$ cat src/rtl/axi_lite_pkg.sv
// Shared definitions for the AXI4-Lite register-memory responder:
// response codes, FSM state encodings, widths and the byte-strobe merge helper.
package axi_lite_pkg;

    localparam int DATA_W = 32;
    localparam int STRB_W = 4;

    localparam logic [1:0] RESP_OKAY   = 2'b00;
    localparam logic [1:0] RESP_SLVERR = 2'b10;

    typedef enum logic [1:0] {
        W_IDLE      = 2'b00,
        W_WAIT_DATA = 2'b01,
        W_WAIT_ADDR = 2'b10,
        W_RESP      = 2'b11
    } w_state_e;

    typedef enum logic {
        R_IDLE = 1'b0,
        R_DATA = 1'b1
    } r_state_e;

    // Merge new data into an old word. Only the byte lanes whose strobe bit is set are replaced.
    function automatic logic [DATA_W-1:0] apply_strobe(
        input logic [DATA_W-1:0] i_old,
        input logic [DATA_W-1:0] i_new,
        input logic [STRB_W-1:0] i_strb
    );
        logic [DATA_W-1:0] res;
        for (int n = 0; n < STRB_W; n++) begin
            if (i_strb[n]) begin
                res[8*n +: 8] = i_new[8*n +: 8];
            end else begin
                res[8*n +: 8] = i_old[8*n +: 8];
            end
        end
        return res;
    endfunction

endpackage

$ cat src/rtl/axi_lite_regfile.sv
// DEPTH x 32 storage with one strobed synchronous write port, one registered
// read port and a synchronous clear. A read on the same edge as a write to the
// same word returns the old contents.
module axi_lite_regfile
    import axi_lite_pkg::*;
#(
    parameter int DEPTH = 32,
    parameter int IDX_W = 5
) (
    input  logic              i_clk,
    input  logic              i_srst,
    input  logic              i_we,
    input  logic [IDX_W-1:0]  i_waddr,
    input  logic [DATA_W-1:0] i_wdata,
    input  logic [STRB_W-1:0] i_wstrb,
    input  logic              i_re,
    input  logic              i_rzero,
    input  logic [IDX_W-1:0]  i_raddr,
    output logic [DATA_W-1:0] o_rdata
);

    logic [DATA_W-1:0] r_mem [DEPTH];
    logic [DATA_W-1:0] r_rdata;

    // Storage: the clear takes priority over any write on the same edge.
    always_ff @(posedge i_clk) begin
        if (i_srst) begin
            for (int k = 0; k < DEPTH; k++) begin
                r_mem[k] <= {DATA_W{1'b0}};
            end
        end else if (i_we) begin
            r_mem[i_waddr] <= apply_strobe(r_mem[i_waddr], i_wdata, i_wstrb);
        end
    end

    // Read port: the word is captured on the accepted read and held until the next one.
    // A read flagged as out of range returns zero.
    always_ff @(posedge i_clk) begin
        if (i_srst) begin
            r_rdata <= {DATA_W{1'b0}};
        end else if (i_re) begin
            r_rdata <= i_rzero ? {DATA_W{1'b0}} : r_mem[i_raddr];
        end
    end

    assign o_rdata = r_rdata;

endmodule

$ cat src/rtl/axi_lite_slave_mem.sv
// AXI4-Lite responder backed by a small word-addressed memory. The write and
// read channels each have an independent FSM. All handshake outputs are registered.
module axi_lite_slave_mem
    import axi_lite_pkg::*;
#(
    parameter int ADDR_WIDTH = 32,
    parameter int DATA_WIDTH = 32,
    parameter int DEPTH      = 32
) (
    input  logic                  s_axi_aclk,
    input  logic                  s_axi_areset,
    input  logic [ADDR_WIDTH-1:0] s_axi_awaddr,
    input  logic [2:0]            s_axi_awprot,
    input  logic                  s_axi_awvalid,
    output logic                  s_axi_awready,
    input  logic [DATA_WIDTH-1:0] s_axi_wdata,
    input  logic [3:0]            s_axi_wstrb,
    input  logic                  s_axi_wvalid,
    output logic                  s_axi_wready,
    output logic [1:0]            s_axi_bresp,
    output logic                  s_axi_bvalid,
    input  logic                  s_axi_bready,
    input  logic [ADDR_WIDTH-1:0] s_axi_araddr,
    input  logic [2:0]            s_axi_arprot,
    input  logic                  s_axi_arvalid,
    output logic                  s_axi_arready,
    output logic [DATA_WIDTH-1:0] s_axi_rdata,
    output logic [1:0]            s_axi_rresp,
    output logic                  s_axi_rvalid,
    input  logic                  s_axi_rready
);

    localparam int IDX_W = (DEPTH > 1) ? $clog2(DEPTH) : 1;
    localparam logic [ADDR_WIDTH-3:0] DEPTH_W = (ADDR_WIDTH-2)'(DEPTH);

    w_state_e          r_wstate, w_wstate_nxt;
    r_state_e          r_rstate, w_rstate_nxt;
    logic              r_awready, r_wready, r_bvalid, r_arready, r_rvalid;
    logic [1:0]        r_bresp, r_rresp;
    logic [ADDR_WIDTH-1:0] r_aw_addr;
    logic [DATA_W-1:0] r_wdata;
    logic [STRB_W-1:0] r_wstrb;

    logic              w_aw_hs, w_w_hs, w_ar_hs;
    logic              w_wr_done, w_wr_in_range, w_we, w_rd_in_range;
    logic [ADDR_WIDTH-1:0] w_wr_addr;
    logic [DATA_W-1:0] w_wr_data;
    logic [STRB_W-1:0] w_wr_strb;
    logic [DATA_W-1:0] w_rf_rdata;

    // Protection bits and the byte offset within a word carry no meaning here.
    logic w_unused;
    assign w_unused = ^{s_axi_awprot, s_axi_arprot, s_axi_awaddr[1:0], s_axi_araddr[1:0]};

    assign w_aw_hs = s_axi_awvalid & r_awready;
    assign w_w_hs  = s_axi_wvalid  & r_wready;
    assign w_ar_hs = s_axi_arvalid & r_arready;

    // Write FSM next state. Also selects the address, data and strobe of the completing write
    // from the live channel or the held copy.
    always_comb begin
        w_wstate_nxt = r_wstate;
        w_wr_done    = 1'b0;
        w_wr_addr    = s_axi_awaddr;
        w_wr_data    = s_axi_wdata;
        w_wr_strb    = s_axi_wstrb;
        case (r_wstate)
            W_IDLE: begin
                if (w_aw_hs && w_w_hs) begin
                    w_wstate_nxt = W_RESP;
                    w_wr_done    = 1'b1;
                end else if (w_aw_hs) begin
                    w_wstate_nxt = W_WAIT_DATA;
                end else if (w_w_hs) begin
                    w_wstate_nxt = W_WAIT_ADDR;
                end else begin
                    w_wstate_nxt = W_IDLE;
                end
            end
            W_WAIT_DATA: begin
                w_wr_addr = r_aw_addr;
                if (w_w_hs) begin
                    w_wstate_nxt = W_RESP;
                    w_wr_done    = 1'b1;
                end else begin
                    w_wstate_nxt = W_WAIT_DATA;
                end
            end
            W_WAIT_ADDR: begin
                w_wr_data = r_wdata;
                w_wr_strb = r_wstrb;
                if (w_aw_hs) begin
                    w_wstate_nxt = W_RESP;
                    w_wr_done    = 1'b1;
                end else begin
                    w_wstate_nxt = W_WAIT_ADDR;
                end
            end
            W_RESP: begin
                if (s_axi_bready) begin
                    w_wstate_nxt = W_IDLE;
                end else begin
                    w_wstate_nxt = W_RESP;
                end
            end
            default: begin
                w_wstate_nxt = W_IDLE;
            end
        endcase
    end

    assign w_wr_in_range = (w_wr_addr[ADDR_WIDTH-1:2] < DEPTH_W);
    assign w_we          = w_wr_done & w_wr_in_range;

    // Write channel state and registered outputs. The readies and bvalid are decoded
    // from the next state, so they change on the same edge as the state.
    always_ff @(posedge s_axi_aclk) begin
        if (s_axi_areset) begin
            r_wstate  <= W_IDLE;
            r_awready <= 1'b0;
            r_wready  <= 1'b0;
            r_bvalid  <= 1'b0;
            r_bresp   <= RESP_OKAY;
            r_aw_addr <= {ADDR_WIDTH{1'b0}};
            r_wdata   <= {DATA_W{1'b0}};
            r_wstrb   <= {STRB_W{1'b0}};
        end else begin
            r_wstate  <= w_wstate_nxt;
            r_awready <= (w_wstate_nxt == W_IDLE) || (w_wstate_nxt == W_WAIT_ADDR);
            r_wready  <= (w_wstate_nxt == W_IDLE) || (w_wstate_nxt == W_WAIT_DATA);
            r_bvalid  <= (w_wstate_nxt == W_RESP);
            if (w_wr_done) begin
                r_bresp <= w_wr_in_range ? RESP_OKAY : RESP_SLVERR;
            end
            if (w_aw_hs) begin
                r_aw_addr <= s_axi_awaddr;
            end
            if (w_w_hs) begin
                r_wdata <= s_axi_wdata;
                r_wstrb <= s_axi_wstrb;
            end
        end
    end

    // Read FSM next state.
    always_comb begin
        w_rstate_nxt = r_rstate;
        case (r_rstate)
            R_IDLE: begin
                if (w_ar_hs) begin
                    w_rstate_nxt = R_DATA;
                end else begin
                    w_rstate_nxt = R_IDLE;
                end
            end
            R_DATA: begin
                if (s_axi_rready) begin
                    w_rstate_nxt = R_IDLE;
                end else begin
                    w_rstate_nxt = R_DATA;
                end
            end
            default: begin
                w_rstate_nxt = R_IDLE;
            end
        endcase
    end

    assign w_rd_in_range = (s_axi_araddr[ADDR_WIDTH-1:2] < DEPTH_W);

    // Read channel state and registered outputs. The response code is captured on the
    // accepted read, together with the data captured in the regfile.
    always_ff @(posedge s_axi_aclk) begin
        if (s_axi_areset) begin
            r_rstate  <= R_IDLE;
            r_arready <= 1'b0;
            r_rvalid  <= 1'b0;
            r_rresp   <= RESP_OKAY;
        end else begin
            r_rstate  <= w_rstate_nxt;
            r_arready <= (w_rstate_nxt == R_IDLE);
            r_rvalid  <= (w_rstate_nxt == R_DATA);
            if (w_ar_hs) begin
                r_rresp <= w_rd_in_range ? RESP_OKAY : RESP_SLVERR;
            end
        end
    end

    axi_lite_regfile #(
        .DEPTH (DEPTH),
        .IDX_W (IDX_W)
    ) u_regfile (
        .i_clk   (s_axi_aclk),
        .i_srst  (s_axi_areset),
        .i_we    (w_we),
        .i_waddr (w_wr_addr[IDX_W+1:2]),
        .i_wdata (w_wr_data),
        .i_wstrb (w_wr_strb),
        .i_re    (w_ar_hs),
        .i_rzero (~w_rd_in_range),
        .i_raddr (s_axi_araddr[IDX_W+1:2]),
        .o_rdata (w_rf_rdata)
    );

    assign s_axi_awready = r_awready;
    assign s_axi_wready  = r_wready;
    assign s_axi_bvalid  = r_bvalid;
    assign s_axi_bresp   = r_bresp;
    assign s_axi_arready = r_arready;
    assign s_axi_rvalid  = r_rvalid;
    assign s_axi_rresp   = r_rresp;
    assign s_axi_rdata   = w_rf_rdata;

endmodule

$ cat config.mk
export PLATFORM = sky130hd
export DESIGN_NAME = axi_lite_slave_mem
export DESIGN_NICKNAME = d
export VERILOG_FILES = /design/src/rtl/axi_lite_pkg.sv /design/src/rtl/axi_lite_regfile.sv /design/src/rtl/axi_lite_slave_mem.sv
export SDC_FILE = /design/constraint.sdc
export NUM_CORES = 2
export LEC_CHECK = 0
export CORE_UTILIZATION = 66
export CTS_BUF_LIST = sky130_fd_sc_hd__clkbuf_8
export CTS_CLUSTER_SIZE = 14
export DETAILED_ROUTE_END_ITERATION = 10
export DONT_BUFFER_PORTS = 1
export PLACE_DENSITY = 0.82
export RECOVER_POWER = 50
export REMOVE_ABC_BUFFERS = 1
export SLEW_MARGIN = 25
export SYNTH_ARGS = -nofsm -noshare
export SYNTH_HDL_FRONTEND = slang
export SYNTH_SLANG_ARGS = --single-unit
$ cat constraint.sdc
create_clock -name s_axi_aclk -period 3.6 [get_ports s_axi_aclk]
set_input_delay 0.72 -clock s_axi_aclk [delete_from_list [all_inputs] [get_ports s_axi_aclk]]
set_output_delay 0.72 -clock s_axi_aclk [all_outputs]
set_load 0.02 [all_outputs]
==> results.md <==
* Outcome: complete, but fails checks
* Failing checks: max-capacitance violations, max-slew violations
* Synth-to-Final Area Change at 11.5%
* Commonest cells after routing, fill and taps aside: edfxtp_1 (1,024), nor2_1 (800), nor4_1 (286)
* Die ar. at approximately 0.076 sq mm
* Hold Fails Final Rpt at 0
* Worst-path fanout max at 18
* Yosys warns at 0
* Initial drt markers at 5,291
* Largest net degree at the start of global routing at approximately 350
* Asr flop ratio synth at 0
* CP endpoint kind: flip-flop
* HP Class: primary input to flip-flop
* Required @ worst endpoint at 4.16 ns
* Post-DP HPWL at approximately 84 mm
* Most common cell after layout, fill and taps aside: edfxtp_1
* Setup_tns at 0 ns
* Register area share after synthesis at 0.665
* Nets at about 4,000
* Clock transition at path regs at around 0.06 ns
* Number of fillers in the final layout at approximately 4,300
* Setup CP Type: flip-flop to flip-flop
* Clock sinks at 1,131
* Crit start category: flip-flop
* Clock skew at roughly 0.030 ns
* Final setup margin at between 0.15 and 0.2 ns
* RD Place Congestion at just under 0.9
* Mapped Area at between 0.04 and 0.05 sq mm
* Final worst hold slack at a little over 0.02 ns
* Vias at 35,300
* Max-slew violations at 38
* DR vias/cell at about 7
* Clock root cell: clkbuf_8
* VDD IR max at between 0.0004 and 0.0005 V
* Footprint of the multi-input gates at about 0.015 sq mm
* #FFs+latches synth at between 1,000 and 1,500
* DIE HEIGHT at roughly 280 um
* Worst-skew pair later-pin latency at 0.84 ns
* # rows at 100
* # DRC at 0
* Antenna violations before repair at 2
* Period utilisation layout at 0.952
* Core area at 0.0743 sq mm
* Number of synthesized flops with an enable pin at around 1,000
* Max cap viols at 1
* Synth Flop Type: edfxtp_1
* Total global routing overflow at 0
* RSZ-0062 raised after global routing: no
* Yosys cell types at between 40 and 50
* Total Wirelength at 141 mm
* Port Buffer Count at 0
* Layout cells sized above 1 at 0.172
* Starting Density at 0.666
* Die Wd at roughly 280 um
* H-tree depth at 4
* Rel. slew slack at -0.214
* Seq. cell area at between 0.03 and 0.04 sq mm
* Post-Syn Area per Cell at ~13 sq um
* First-pass GRT wire length at around 210 mm
* Num CTS Buffers at around 170
* Min Tclk post-route at between 3 and 4 ns
* Final Setup Violations at 0
* Synthesized netlist cell count at approximately 3,800
* CTS tree: built
* Drt pass-1 iters at 6
* Worst Tran Pin Value at 1.82 ns
* Max frequency at 0.292 GHz
* Setup WS pre-CTS at around 0.24 ns
* CP Data Arrival Time at approximately 4 ns
* WL/cell at between 20 and 30 um
* # IOs at around 150
* Leak at 18.6 nW
* CTS max path bufs at 3
* Vias in the first global route at around 35,000
* Detail Route Antenna Nets at 0
* Tot GR Track Use at 0.375
* PD cells at between 400 and 500 mW/mm^2
## repair_timing
action,4_1_cts,5_1_grt
gates resized for setup,0,1
buffers inserted,0,2
hold buffers,51,0
hold endpoints to repair,72,0
setup endpoints to repair,0,32
## area by class of cell
class / instances / share of cell area
inverter: 4 / 0.000295
multi-input combinational: 2218 / 0.274
clock inverter: 119 / 0.0112
clock buffer: 187 / 0.0466
sequential: 1131 / 0.596
tap: 969 / 0.0220
antenna: 1 / 0.0000454
timing repair buffer: 370 / 0.0494
## Yosys cell counts, types with 42 or more instances
cell type,n,area (sq um)
clkbuf_1,345,1290
a22oi_1,49,368
nand2_1,190,713
edfxtp_1,1024,30700
nor4_1,286,1790
o21ai_0,127,636
mux2i_1,206,2060
nor2_1,801,3010
buf_2,42,210
mux4_2,160,3600
dfxtp_1,107,2140
o22ai_1,94,588
a21oi_1,69,345
## metrics by stage
step	total power, W	cells	utilization	area [sq um]
after floorplan	0.0161	3353	-	47800
after global placement	0.0167	4639	0.699	52000
after detailed placement	0.0169	4639	0.699	52000
after CTS	0.0266	4996	0.749	55700
after global routing	0.0273	4999	0.742	55200
final	0.0267	4999	0.742	55200
## worst paths after layout
kind	cells after the start	endpoint	slack (ns)	startpoint
hold / removal	2	r_wdata[22]	0.02	s_axi_wdata[22]
setup / recovery	7	u_regfile.r_mem[4][24]	0.17	r_wstate[0]
hold reg to reg	2	r_wdata[27]	0.46	r_wdata[27]
setup reg to reg	7	u_regfile.r_mem[4][24]	0.17	r_wstate[0]
## critical path, stage by stage, from the launching register on
cell      delay (ns)
dfxtp_1         0.50
nand2b_1        0.20
buf_4           0.26
o31ai_1         0.77
nand2_1         0.37
clkbuf_1        0.39
o21ai_0         0.45
buf_4           0.22
## kinds of logic after synthesis
group | count (synthesis) | synth area share
AO/OA/AOI/OAI | 449 | 0.0574
buffers and inverters | 428 | 0.0338
flip-flops | 1131 | 0.665
multiplexers | 391 | 0.120
other | 1 | 0.0000758
AND/OR/NAND/NOR | 1376 | 0.124
## sequential cells by signal, indices dropped and copies added, names as in the netlist
name,cells
r_wdata,32
s_axi_awready,1
r_aw_addr,30
r_wstate,2
s_axi_arready,1
s_axi_rresp,1
s_axi_wready,1
u_regfile.o_rdata,32
s_axi_rvalid,1
u_regfile.r_mem,1024
s_axi_bvalid,1
r_wstrb,4
s_axi_bresp,1
## where the power goes
part / switching, W / total (W) / internal [W]
combinational: 0.00112 / 0.00184 / 0.000717
clock: 0.00490 / 0.00995 / 0.00505
sequential: 0.000173 / 0.0149 / 0.0147
total: 0.00619 / 0.0267 / 0.0205
## metal layers
| layer | up-vias | GRT usage | routed length, um |
|---|---|---|---|
| li1 | 14500 | - | - |
| met1 | 17000 | 0.479 | 45500 |
| met2 | 3260 | 0.576 | 65000 |
| met3 | 542 | 0.120 | 22600 |
| met4 | 0 | 0.203 | 8150 |
| met5 | - | 0 | 0 |
Note: power is estimated with default switching activity, not from simulation.
